### config.mk
export PLATFORM = sky130hd
export DESIGN_NAME = pwm_brightness_ctrl
export DESIGN_NICKNAME = d
export VERILOG_FILES = /design/src/rtl/pwm_brightness_ctrl.sv
export SDC_FILE = /design/constraint.sdc
export NUM_CORES = 1
export LEC_CHECK = 0
export CAP_MARGIN = 0
export CORE_MARGIN = 4
export CORE_UTILIZATION = 30
export DETAILED_ROUTE_END_ITERATION = 16
export SLEW_MARGIN = 40
export SYNTH_ARGS = -nofsm -noshare
export SYNTH_HDL_FRONTEND = slang
export SYNTH_SLANG_ARGS = --single-unit
export TNS_END_PERCENT = 30
### constraint.sdc
create_clock -name CLK10K -period 2.57 [get_ports CLK10K]
set_input_delay 0.3855 -clock CLK10K [delete_from_list [all_inputs] [get_ports CLK10K]]
set_output_delay 0.3855 -clock CLK10K [all_outputs]
set_load 0.1 [all_outputs]
### src/rtl/pwm_brightness_ctrl.sv
// pwm_brightness_ctrl
//   Sequences the 8-bit duty level for the PWM generator. There are three
//   requesters, in priority order:
//     1. preset load
//     2. manual quadrature-encoder steps
//     3. automatic breathing-fade engine
//   They share one working level. That level is committed to BRIGHTNESS only
//   on the last cycle of each 256-cycle frame, so the duty never changes
//   mid-frame.
//
//   Optional feature macro: PWM_GAMMA_EN
//     When defined, the commit applies a square-law gamma curve:
//     BRIGHTNESS = (level^2 + 255) >> 8.
//
// Ports
//   CLK10K        10 kHz system clock
//   RST           synchronous active-high reset
//   SW5           manual encoder enable
//   ROT_A/ROT_B   encoder phases (already synchronous)
//   FADE_EN       enable automatic breathing fade
//   PRESET_LD     one-cycle strobe: load PRESET_VAL
//   PRESET_VAL    preset level
//   BRIGHTNESS    committed duty level
//   FRAME_SYNC    high on the last cycle of each frame
//   MODE          FSM state (0 MANUAL, 1 FADE_UP, 2 HOLD_HI, 3 FADE_DOWN, 4 HOLD_LO)
//   FADE_ABORTED  fade was overridden manually; cleared while FADE_EN is low

module pwm_brightness_ctrl #(
    parameter int ROT_STEP    = 8,
    parameter int FADE_STEP   = 4,
    parameter int FADE_DIV    = 2,
    parameter int HOLD_FRAMES = 16,
    parameter int RESET_LEVEL = 255
) (
    input  logic       CLK10K,
    input  logic       RST,
    input  logic       SW5,
    input  logic       ROT_A,
    input  logic       ROT_B,
    input  logic       FADE_EN,
    input  logic       PRESET_LD,
    input  logic [7:0] PRESET_VAL,
    output logic [7:0] BRIGHTNESS,
    output logic       FRAME_SYNC,
    output logic [2:0] MODE,
    output logic       FADE_ABORTED
);

    typedef enum logic [2:0] {
        MANUAL    = 3'd0,
        FADE_UP   = 3'd1,
        HOLD_HI   = 3'd2,
        FADE_DOWN = 3'd3,
        HOLD_LO   = 3'd4
    } state_t;

    localparam logic [7:0] DIV_LAST  = 8'(FADE_DIV - 1);
    localparam logic [7:0] HOLD_INIT = 8'(HOLD_FRAMES);

    state_t     state, state_next;
    logic [7:0] level, level_next;
    logic [7:0] frame_cnt;
    logic [7:0] div_cnt, div_next;
    logic [7:0] hold_cnt, hold_next;
    logic       aborted, aborted_next;
    logic [1:0] prev_ab;
    logic       enc_up, enc_dn, rot_step, in_fade;
    logic [7:0] rot_up_lvl, rot_dn_lvl, fade_up_lvl, fade_dn_lvl;
    logic [8:0] rot_sum, fade_sum;
    logic [7:0] commit;

    assign FRAME_SYNC   = (frame_cnt == 8'hFF);
    assign MODE         = state;
    assign FADE_ABORTED = aborted;
    assign in_fade      = (state != MANUAL);

    // Quadrature decode on {previous AB, current AB}.
    // Illegal double-transitions fall through as no-ops.
    always_comb begin
        enc_up = 1'b0;
        enc_dn = 1'b0;
        case ({prev_ab, ROT_A, ROT_B})
            4'b0001, 4'b0111, 4'b1110, 4'b1000: enc_up = 1'b1;
            4'b0010, 4'b0100, 4'b1101, 4'b1011: enc_dn = 1'b1;
            default: ;
        endcase
    end

    assign rot_step = SW5 && (enc_up || enc_dn);

    // 9-bit sums so that clamping at 255 and at 0 never wraps.
    assign rot_sum     = {1'b0, level} + 9'(ROT_STEP);
    assign rot_up_lvl  = (rot_sum > 9'd255) ? 8'hFF : rot_sum[7:0];
    assign rot_dn_lvl  = ({1'b0, level} < 9'(ROT_STEP)) ? 8'h00 : level - 8'(ROT_STEP);
    assign fade_sum    = {1'b0, level} + 9'(FADE_STEP);
    assign fade_up_lvl = (fade_sum > 9'd255) ? 8'hFF : fade_sum[7:0];
    assign fade_dn_lvl = ({1'b0, level} < 9'(FADE_STEP)) ? 8'h00 : level - 8'(FADE_STEP);

    always_comb begin
        state_next   = state;
        level_next   = level;
        aborted_next = aborted;
        div_next     = div_cnt;
        hold_next    = hold_cnt;
        if (PRESET_LD) begin
            level_next = PRESET_VAL;
            if (in_fade) begin
                state_next   = MANUAL;
                aborted_next = 1'b1;
            end
        end else if (rot_step) begin
            level_next = enc_up ? rot_up_lvl : rot_dn_lvl;
            if (in_fade) begin
                state_next   = MANUAL;
                aborted_next = 1'b1;
            end
        end else if (in_fade && !FADE_EN) begin
            state_next = MANUAL;
        end else if (FRAME_SYNC) begin
            case (state)
                MANUAL: begin
                    if (FADE_EN && !aborted) begin
                        state_next = FADE_UP;
                        div_next   = 8'd0;
                    end
                end
                FADE_UP: begin
                    if (div_cnt == DIV_LAST) begin
                        div_next   = 8'd0;
                        level_next = fade_up_lvl;
                        if (fade_up_lvl == 8'hFF) begin
                            state_next = HOLD_HI;
                            hold_next  = HOLD_INIT;
                        end
                    end else begin
                        div_next = div_cnt + 8'd1;
                    end
                end
                FADE_DOWN: begin
                    if (div_cnt == DIV_LAST) begin
                        div_next   = 8'd0;
                        level_next = fade_dn_lvl;
                        if (fade_dn_lvl == 8'h00) begin
                            state_next = HOLD_LO;
                            hold_next  = HOLD_INIT;
                        end
                    end else begin
                        div_next = div_cnt + 8'd1;
                    end
                end
                HOLD_HI: begin
                    hold_next = hold_cnt - 8'd1;
                    if (hold_cnt == 8'd1) state_next = FADE_DOWN;
                end
                HOLD_LO: begin
                    hold_next = hold_cnt - 8'd1;
                    if (hold_cnt == 8'd1) state_next = FADE_UP;
                end
                default: state_next = MANUAL;
            endcase
        end
        if (!FADE_EN) aborted_next = 1'b0;
    end

`ifdef PWM_GAMMA_EN
    logic [15:0] sq, sq_rnd;
    // Max is 255*255 + 255 = 65280, so the rounded square fits in 16 bits.
    assign sq     = 16'(level_next) * 16'(level_next);
    assign sq_rnd = sq + 16'd255;
    assign commit = sq_rnd[15:8];
`else
    assign commit = level_next;
`endif

    always_ff @(posedge CLK10K) begin
        if (RST) begin
            level      <= 8'(RESET_LEVEL);
            BRIGHTNESS <= 8'(RESET_LEVEL);
            frame_cnt  <= 8'd0;
            state      <= MANUAL;
            aborted    <= 1'b0;
            div_cnt    <= 8'd0;
            hold_cnt   <= 8'd0;
            // Track the live encoder phase so that release causes no step.
            prev_ab    <= {ROT_A, ROT_B};
        end else begin
            level     <= level_next;
            frame_cnt <= frame_cnt + 8'd1;
            state     <= state_next;
            aborted   <= aborted_next;
            div_cnt   <= div_next;
            hold_cnt  <= hold_next;
            prev_ab   <= {ROT_A, ROT_B};
            if (FRAME_SYNC) BRIGHTNESS <= commit;
        end
    end

endmodule

==> flow_summary.toml, run 1 <==
[clocking]
cts_tree = "built"
clock_latency_ns = 0.30
numCtsBuffers = 5
postCtsHoldBufs = 0
root_buffer = "clkbuf_8"
cts.clk_slew.worst_paths_ns = 0.09
post-cts-setup-buffer-count = 0
cts_resized = 0
ctsLongestPathBuffers = 2
clock_sinks = 46
cts_max_level = 2

[place]
portBuffers = 27
dpl.hpwl_um = 7334
dp.cells = 580
place_congestion = 0.9157
placed_area_sq_mm = 0.003827

[floorplanning]
start_util_pct = 30.78
fp.dieH_um = 110.9
fp.dieW_um = 110.9
io_pins = 28
core_sq_mm = 0.01032
die_area_sq_mm = 0.01230
rows = 37

[timing]
post-route-min-period_ns = 2.471
fin_skew_ns = 0.005508
final-setup-viol-count = 0
rsz0062_at_grt = "false"
tns_ns = 0
finalHoldViolations = 0
fmax_ghz = 0.4047
finalCritPeriodShare_pct = 96.16
report.final.slew_viol_count = 0
max_slew_margin_pct = 60.94
tightest_slew_ns = 0.5817

[finish]
drive_above_1_share_pct = 20.13
nFillCells = 1065
antenna_cells = 0
final_nets = 479
area_delta_synth_final_pct = 23.74
finalNonFillerCells = 588
fin_area_sq_mm = 0.003933

[synth]
mappedNetlistArea_sq_mm = 0.003178
ys_seq_elements = 46
async_flop_share_pct = 0
synth_flop_cell = "dfxtp_1"
yosysSeqAreaShare_pct = 28.98
syn_inst = 395
synth-edff-count = 0
syn_area_per_cell_sq_um = 8.046
synth.distinct_cells = 69
syn_nets = 423
synth_warnings = 0

[hold_path]
min_path_type = "reg -> reg"

[critical_path]
cp.arrival_ns = 2.70
path_cells = "inv_1 -> ha_1 -> or4b_4 -> or2_1 -> or4_1 -> o221ai_1 -> o221ai_1 -> o21ai_1"
slowest_stage = "or4_1"
reg2reg_setup_slack_ns = 0.1
crit_top_cell = "o221ai_1"
worstPathRequired_ns = 2.80
end_kind = "register"
cp_num_buf_inv = 1
critPathMaxStageDelay_ns = 0.51
crit_path_max_fanout = 4
critPathLaunchType = "register"
path_delay_family = "simple AND/OR/NAND/NOR gates"
worstSetupPathType = "reg -> reg"

[route]
routedWlPerCell_um = 15.98
viasPerCell = 5.483
drt_wl_total_um = 9397
drt_iter0_drc = 205
drc = 0
ant_nets = 0
first_pass_iters = 7
num_vias = 3224

[power]
power_frac_clock_pct = 28.7
report.power.total_uw = 1540
power.share.sequential_pct = 48.6
leakage_uw = 0.001464
combPwrFrac_pct = 22.7
power_density_mw_per_mm2 = 391.7
swShare_pct = 30.67
p_sw_uw = 472.5
vdd_drop_max_mv = 0.2059
p_int_uw = 1068

[status]
status = "complete, no violations"

[global_route]
grt_start_max_net_pins = 41
grt_overflow = 0
track_usage_pct = 14.97
grt_pass1_wl_um = 15320
first_global_vias = 3066
grt_antenna_before_repair = 0

[run]
cap_viol_max_count = 0
-- final timing paths --
path                                   start             to  cells after the start
worst max-delay path              div_cnt[1]  BRIGHTNESS[4]                      8
worst min-delay path            frame_cnt[0]   frame_cnt[0]                      1
worst max register to register    div_cnt[1]  BRIGHTNESS[4]                      8
worst min register to register  frame_cnt[0]   frame_cnt[0]                      1
-- worst reg2reg max path, stage by stage (launching register included) --
cell and delay, ns:
dfxtp_1 0.34, inv_1 0.06, ha_1 0.12, or4b_4 0.49, or2_1 0.28, or4_1 0.51, o221ai_1 0.26, o221ai_1 0.21
o21ai_1 0.15
-- layout make-up --
class                   instances  area [sq um]  area share, %
multi-input cells             312          2118          53.87
clock buffers                   6         72.57          1.845
clock inverters                 2         13.76         0.3500
repair buffers                 70         573.1          14.57
inverters                      16         60.06          1.527
flip-flops and latches         46         924.6          23.51
well taps                     136         170.2          4.327
-- layer usage --
| metal | routed length [um] | global-route usage [%] | vias up |
|---|---|---|---|
| met1 | 4601 | 21.61 | 1523 |
| met2 | 3994 | 22.05 | 105 |
| met4 | 172 | 3.859 | 0 |
| met3 | 629 | 3.821 | 17 |
| li1 | - | - | 1579 |
| met5 | 0 | 0 | - |
-- sequential cells by signal, summed over array words and instances, names as in the netlist --
register	cells
prev_ab	2
BRIGHTNESS	8
FADE_ABORTED	1
div_cnt	8
hold_cnt	8
level	8
frame_cnt	8
MODE	3
-- through the flow --
step                      hold slack, ns  setup slack [ns]  util [%]
after floorplan                   0.4132          -0.01802         -
after CTS                         0.4899          0.003958     37.91
after detailed placement          0.4696           0.01215     37.07
after global routing              0.5002          0.003282     38.09
after global placement            0.4317           0.04811     37.07
final                             0.4815           0.09879     38.09
-- synth_stat cells, types with 7 or more instances --
library cell / instances / area (sq um)
or3_1: 10 / 62.56
o21ai_0: 19 / 95.09
dfxtp_1: 46 / 920.9
xnor2_1: 14 / 122.6
nand2_1: 22 / 82.58
inv_1: 15 / 56.30
nand4_1: 8 / 50.05
o21ai_1: 9 / 45.04
clkbuf_1: 11 / 41.29
nor3_1: 9 / 45.04
nand3_1: 17 / 85.08
a21oi_1: 34 / 170.2
nor2_1: 32 / 120.1
nor4_1: 7 / 43.79
ha_1: 13 / 162.7
-- cell usage in the layout, fill, tap and decap left out, drive strengths merged, types with 5 or more instances in the layout --
cell type and instances:
nand3 17, clkdlybuf4s50 14, xor2 5, a31oi 6
or3 10, buf 56, and3 6, o211ai 6
nor2b 6, ha 13, or4 5, mux2i 6
nor3 10, xnor2 14, dfxtp 46, clkbuf 6
nand2 22, a21oi 34, nand2b 6, nor2 34
nor4 11, o221ai 5, nand3b 6, a21o 5
inv 16, o21ai 30, nand4 8
-- power groups by stage --
stage / clock [uW] / combinational (uW) / sequential (uW)
final: 442 / 350 / 749
after global routing: 485 / 379 / 751
after CTS: 461 / 341 / 748
after detailed placement: 0 / 339 / 764
after global placement: 0 / 340 / 764
after floorplan: 0 / 207 / 757
-- cell families (layout without fill, tap and decap cells) --
family,count (synthesis),in the layout,synth area share [%]
compound gates,122,122,25.71
xor+xnor,19,19,5.236
fa+ha+maj,13,13,5.118
buf+inv,37,94,5.000
flops,46,46,28.98
mux,7,7,2.598
simple gates,151,151,27.36
(Power assumes the default switching activity.)
==> inputs of run 2 (changes only) <==
--- a/config.mk
+++ b/config.mk
@@ -6,9 +6,12 @@
 export NUM_CORES = 1
 export LEC_CHECK = 0
 export CAP_MARGIN = 0
+export CELL_PAD_IN_SITES_DETAIL_PLACEMENT = 1
+export CELL_PAD_IN_SITES_GLOBAL_PLACEMENT = 2
 export CORE_MARGIN = 4
 export CORE_UTILIZATION = 30
 export DETAILED_ROUTE_END_ITERATION = 16
+export PLACE_DENSITY_LB_ADDON = 0.1
 export SLEW_MARGIN = 40
 export SYNTH_ARGS = -nofsm -noshare
 export SYNTH_HDL_FRONTEND = slang
==> run 2 against run 1 <==
Against the previous run:
- wire length rose by 18%
- sequential share of layout area fell by 0.90 points
- die area did not move
- core utilization rose by 1.5 points
- sequential power barely moved
- count of clock-buffer cells in the layout fell by 1
- final cell count rose by 1.9%
- highest routed layer unchanged
- register-to-register slack got worse by 0.03 ns
==> flow_summary.toml, run 2 (synthesis results as in run 1) <==
[critical_path]
cp.arrival_ns = 2.67
critPathLaunchType = "register"
crit_start = "level[3]"
crit_path_max_fanout = 6
path_cells = "inv_4 -> ha_4 -> a21bo_4 -> o31a_1 -> or4_4 -> a211oi_4 -> mux2i_1 -> nor4_2"
path_delay_family = "compound AO/OA/AOI/OAI gates"
cp_num_buf_inv = 1
end_kind = "register"
worstPathRequired_ns = 2.74
slowest_stage = "or4_4"
critPathMaxStageDelay_ns = 0.59
worstSetupPathType = "reg -> reg"
reg2reg_from = "level[3]"

[timing]
setup_slack_ns = 0.06759
post-route-min-period_ns = 2.502
fmax_ghz = 0.3996
finalHoldViolations = 0
fin_skew_ns = 0.01731
rsz0062_at_grt = "true"
max_slew_margin_pct = 62.40
report.final.slew_viol_count = 0
tightest_slew_ns = 0.5588
tns_ns = 0
final-setup-viol-count = 0
finalCritPeriodShare_pct = 97.37

[finish]
drive_above_1_share_pct = 23.11
final_nets = 490
fin_area_sq_mm = 0.004089
final_cell_mix = "buf_4 (66), dfxtp_1 (43), a21oi_1 (33), nor2_1 (32), nand2_1 (22)"
area_delta_synth_final_pct = 28.66
antenna_cells = 0
layout_commonest_cell = "buf_4"

[global_route]
first_global_vias = 3297
track_usage_pct = 18.21
grt_overflow = 0
grt_antenna_before_repair = 0
grt_start_max_net_pins = 41
grt_pass1_wl_um = 18320

[hold_path]
min_path_type = "reg -> reg"
hold_start = "frame_cnt[0]"

[route]
drt_wl_total_um = 11120
drt_iter0_drc = 158
viasPerCell = 5.372
routedWlPerCell_um = 18.57
first_pass_iters = 4
ant_nets = 0
drc = 0
num_vias = 3218

[clocking]
clock_sinks = 46
post-cts-setup-buffer-count = 0
numCtsBuffers = 5
cts_max_level = 2
ctsLongestPathBuffers = 2
cts_tree = "built"
cts.clk_slew.worst_paths_ns = 0.09
clock_latency_ns = 0.31
root_buffer = "clkbuf_8"
postCtsHoldBufs = 0

[place]
place_congestion = 0.8750
placed_area_sq_mm = 0.003910
dpl.hpwl_um = 8695
dpl_worst_slack_ns = -0.03435
portBuffers = 27

[floorplanning]
fp.dieH_um = 110.9
core_sq_mm = 0.01032
start_util_pct = 30.78
rows = 37
io_pins = 28
fp.dieW_um = 110.9
die_area_sq_mm = 0.01230

[power]
power.share.sequential_pct = 44.8
swShare_pct = 30.07
leakage_uw = 0.001535
power_frac_clock_pct = 33.2
p_sw_uw = 503.6
combPwrFrac_pct = 21.9
p_int_uw = 1171
power_density_mw_per_mm2 = 409.7
vdd_drop_max_mv = 0.1746

[status]
status = "complete, no violations"

[run]
cap_viol_max_count = 0
[run 2: through the flow]
stage / util, % / total power [uW] / hold WS (ns) / instances
after CTS: 39.00 / 1684 / 0.4568 / 599
after detailed placement: 37.87 / 1117 / 0.4445 / 591
final: 39.61 / 1675 / 0.4536 / 599
after global routing: 39.61 / 1769 / 0.4922 / 599
after global placement: 37.87 / 1117 / 0.4298 / 591
after floorplan: - / 964.1 / 0.4132 / 395
[run 2: worst paths after layout]
check / end / slack, ns / depth (start not counted)
setup / recovery: hold_cnt[7] / 0.07 / 8
hold / removal: frame_cnt[0] / 0.45 / 1
setup reg to reg: hold_cnt[7] / 0.07 / 8
hold reg to reg: frame_cnt[0] / 0.45 / 1
[run 2: cell type report]
cell class | instances | area, sq um
clock buffers | 5 | 68.82
multi-input cells | 312 | 2165
well taps | 136 | 170.2
flip-flops and latches | 46 | 924.6
fillers | 1250 | 6235
clock inverters | 3 | 40.04
repair buffers | 81 | 655.6
inverters | 16 | 65.06
[run 2: per-layer routing]
metal  routed length (um)  vias to the layer above  track usage (%)
li1                     -                     1604                -
met1                 5244                     1554            24.93
met2                 5374                       47            30.14
met3                  323                       13            2.566
met4                  182                        0            4.516
met5                    0                        -                0
[run 2: repair_timing]
item / CTS / global route
resized for setup: 1 / 16
setup endpoints to repair: 3 / 23
pin swaps: 0 / 5
[run 2: power by group through the flow]
| stage | Sequential (uW) | Clock [uW] | Combinational (uW) |
|---|---|---|---|
| 5_1_grt | 755 | 612 | 402 |
| 3_5_place_dp | 766 | 0 | 351 |
| 3_3_place_gp | 766 | 0 | 351 |
| 2_1_floorplan | 757 | 0 | 207 |
| 6_report | 751 | 557 | 368 |
| 4_1_cts | 749 | 579 | 356 |
==> inputs of run 3 (changes only) <==
--- a/config.mk
+++ b/config.mk
@@ -16,4 +16,4 @@
 export SYNTH_ARGS = -nofsm -noshare
 export SYNTH_HDL_FRONTEND = slang
 export SYNTH_SLANG_ARGS = --single-unit
-export TNS_END_PERCENT = 30
+export TNS_END_PERCENT = 10
==> run 3 against run 2 <==
Against the previous run:
- maximum frequency barely moved
- worst setup slack barely moved
- non-clock buffer count stayed put
- die area did not move
- total power is essentially flat
- via count is 0.28% higher
- sequential cell count did not move
- design area is the same
- critical endpoint unchanged
- register-to-register slack about the same
==> flow_summary.toml, run 3 (synthesis results as in run 1) <==
[status]
status = "complete, no violations"

[critical_path]
end_kind = "register"
cp.depth = 8
path_cells = "inv_4 -> ha_4 -> a21bo_4 -> o31a_1 -> or4_4 -> a211oi_4 -> mux2i_1 -> nor4_2"
reg2reg_setup_slack_ns = 0.07
path_delay_family = "compound AO/OA/AOI/OAI gates"
reg2reg_from = "level[3]"
critPathLaunchType = "register"
worstSetupPathType = "reg -> reg"
crit_start = "level[3]"
r2r_end = "hold_cnt[7]"
worstPathRequired_ns = 2.74
cp.arrival_ns = 2.67
slowest_stage = "or4_4"
endpoint = "hold_cnt[7]"
r2r_cells = 8
critPathMaxStageDelay_ns = 0.59
cp_num_buf_inv = 1
crit_path_max_fanout = 6

[place]
place_congestion = 0.8750
dpl.hpwl_um = 8695
portBuffers = 27
placed_area_sq_mm = 0.003910

[finish]
antenna_cells = 0
drive_above_1_share_pct = 23.11
final_cell_mix = "buf_4 (66), dfxtp_1 (43), a21oi_1 (33), nor2_1 (32), nand2_1 (22)"
nFillCells = 1250
layout_commonest_cell = "buf_4"
final_nets = 490
fin_area_sq_mm = 0.004089
final_util_pct = 39.61
area_delta_synth_final_pct = 28.66

[clocking]
root_buffer = "clkbuf_8"
cts.clk_slew.worst_paths_ns = 0.09
post-cts-setup-buffer-count = 0
numCtsBuffers = 5
clock_sinks = 46
clock_latency_ns = 0.31
postCtsHoldBufs = 0
cts_tree = "built"
cts_max_level = 2
ctsLongestPathBuffers = 2

[timing]
tns_ns = 0
final-setup-viol-count = 0
report.final.slew_viol_count = 0
finalHoldViolations = 0
finalCritPeriodShare_pct = 97.35
fmax_ghz = 0.3997
rsz0062_at_grt = "true"
fin_skew_ns = 0.01716
tightest_slew_ns = 0.5588
max_slew_margin_pct = 62.40
hold_slack_ns = 0.4536
post-route-min-period_ns = 2.502

[power]
power_frac_clock_pct = 33.2
combPwrFrac_pct = 22.0
leakage_uw = 0.001535
power_density_mw_per_mm2 = 409.7
p_sw_uw = 503.9
power.share.sequential_pct = 44.8
vdd_drop_max_mv = 0.1744
p_int_uw = 1171
swShare_pct = 30.08

[hold_path]
min_path_type = "reg -> reg"

[route]
num_vias = 3227
first_pass_iters = 4
drt_wl_total_um = 11150
viasPerCell = 5.387
ant_nets = 0
drc = 0
routedWlPerCell_um = 18.62
drt_iter0_drc = 147

[global_route]
grt_pass1_wl_um = 18320
grt_start_max_net_pins = 41
grt_antenna_before_repair = 0
grt_overflow = 0
first_global_vias = 3297
track_usage_pct = 18.21

[floorplanning]
fp.dieW_um = 110.9
fp.dieH_um = 110.9
die_area_sq_mm = 0.01230
start_util_pct = 30.78
rows = 37
core_sq_mm = 0.01032
io_pins = 28

[run]
cap_viol_max_count = 0
-- run 3: cell counts in the layout (fill, tap and decap cells not counted) --
Identical to the previous run, type by type.
-- run 3: repair_timing --
item	CTS	global route
gates cloned	0	0
pin swaps	0	5
endpoints found under the setup margin	3	23
gates resized for setup	1	16
-- run 3: worst min-delay path by stage --
stage / startpoint / endpoint / slack, ns / cells past startpoint
after floorplan: ROT_B / prev_ab[0] / 0.41 / 0
after global placement: frame_cnt[0] / frame_cnt[0] / 0.43 / 1
after detailed placement: frame_cnt[0] / frame_cnt[0] / 0.44 / 1
after CTS: frame_cnt[0] / frame_cnt[0] / 0.46 / 1
after global routing: frame_cnt[0] / frame_cnt[0] / 0.49 / 1
final: frame_cnt[0] / frame_cnt[0] / 0.45 / 1
-- run 3: metal layers --
metal	global-route usage, %	wire length (um)	vias up
li1	-	-	1603
met1	24.93	5299	1565
met2	30.14	5367	46
met3	2.566	302	13
met4	4.516	182	0
met5	0	0	-
-- run 3: per-stage QoR --
stage | setup slack, ns | power (uW) | instances
2_1_floorplan | -0.01802 | 964.1 | 395
3_3_place_gp | -0.04295 | 1117 | 591
3_5_place_dp | -0.03435 | 1117 | 591
4_1_cts | -0.01288 | 1684 | 599
5_1_grt | -0.05765 | 1769 | 599
6_report | 0.06809 | 1675 | 599
-- run 3: worst reg2reg max path: stages, from the launching register on --
cell      delay (ns)
dfxtp_2         0.34
inv_4           0.11
ha_4            0.16
a21bo_4         0.24
o31a_1          0.23
or4_4           0.59
a211oi_4        0.38
mux2i_1         0.26
nor4_2          0.06
-- run 3: area by class of cell --
cell class / count / area (sq um) / area share, %
inverters: 16 / 65.06 / 1.591
well taps: 136 / 170.2 / 4.162
repair buffers: 81 / 655.6 / 16.03
clock inverters: 3 / 40.04 / 0.9792
multi-input cells: 312 / 2165 / 52.94
clock buffers: 5 / 68.82 / 1.683
flip-flops and latches: 46 / 924.6 / 22.61
-- run 3: power groups by stage --
stage / clock, uW / sequential (uW) / combinational [uW]
floorplan: 0 / 757 / 207
global placement: 0 / 766 / 351
detailed placement: 0 / 766 / 351
CTS: 579 / 749 / 356
global route: 612 / 755 / 402
finish: 556 / 751 / 368
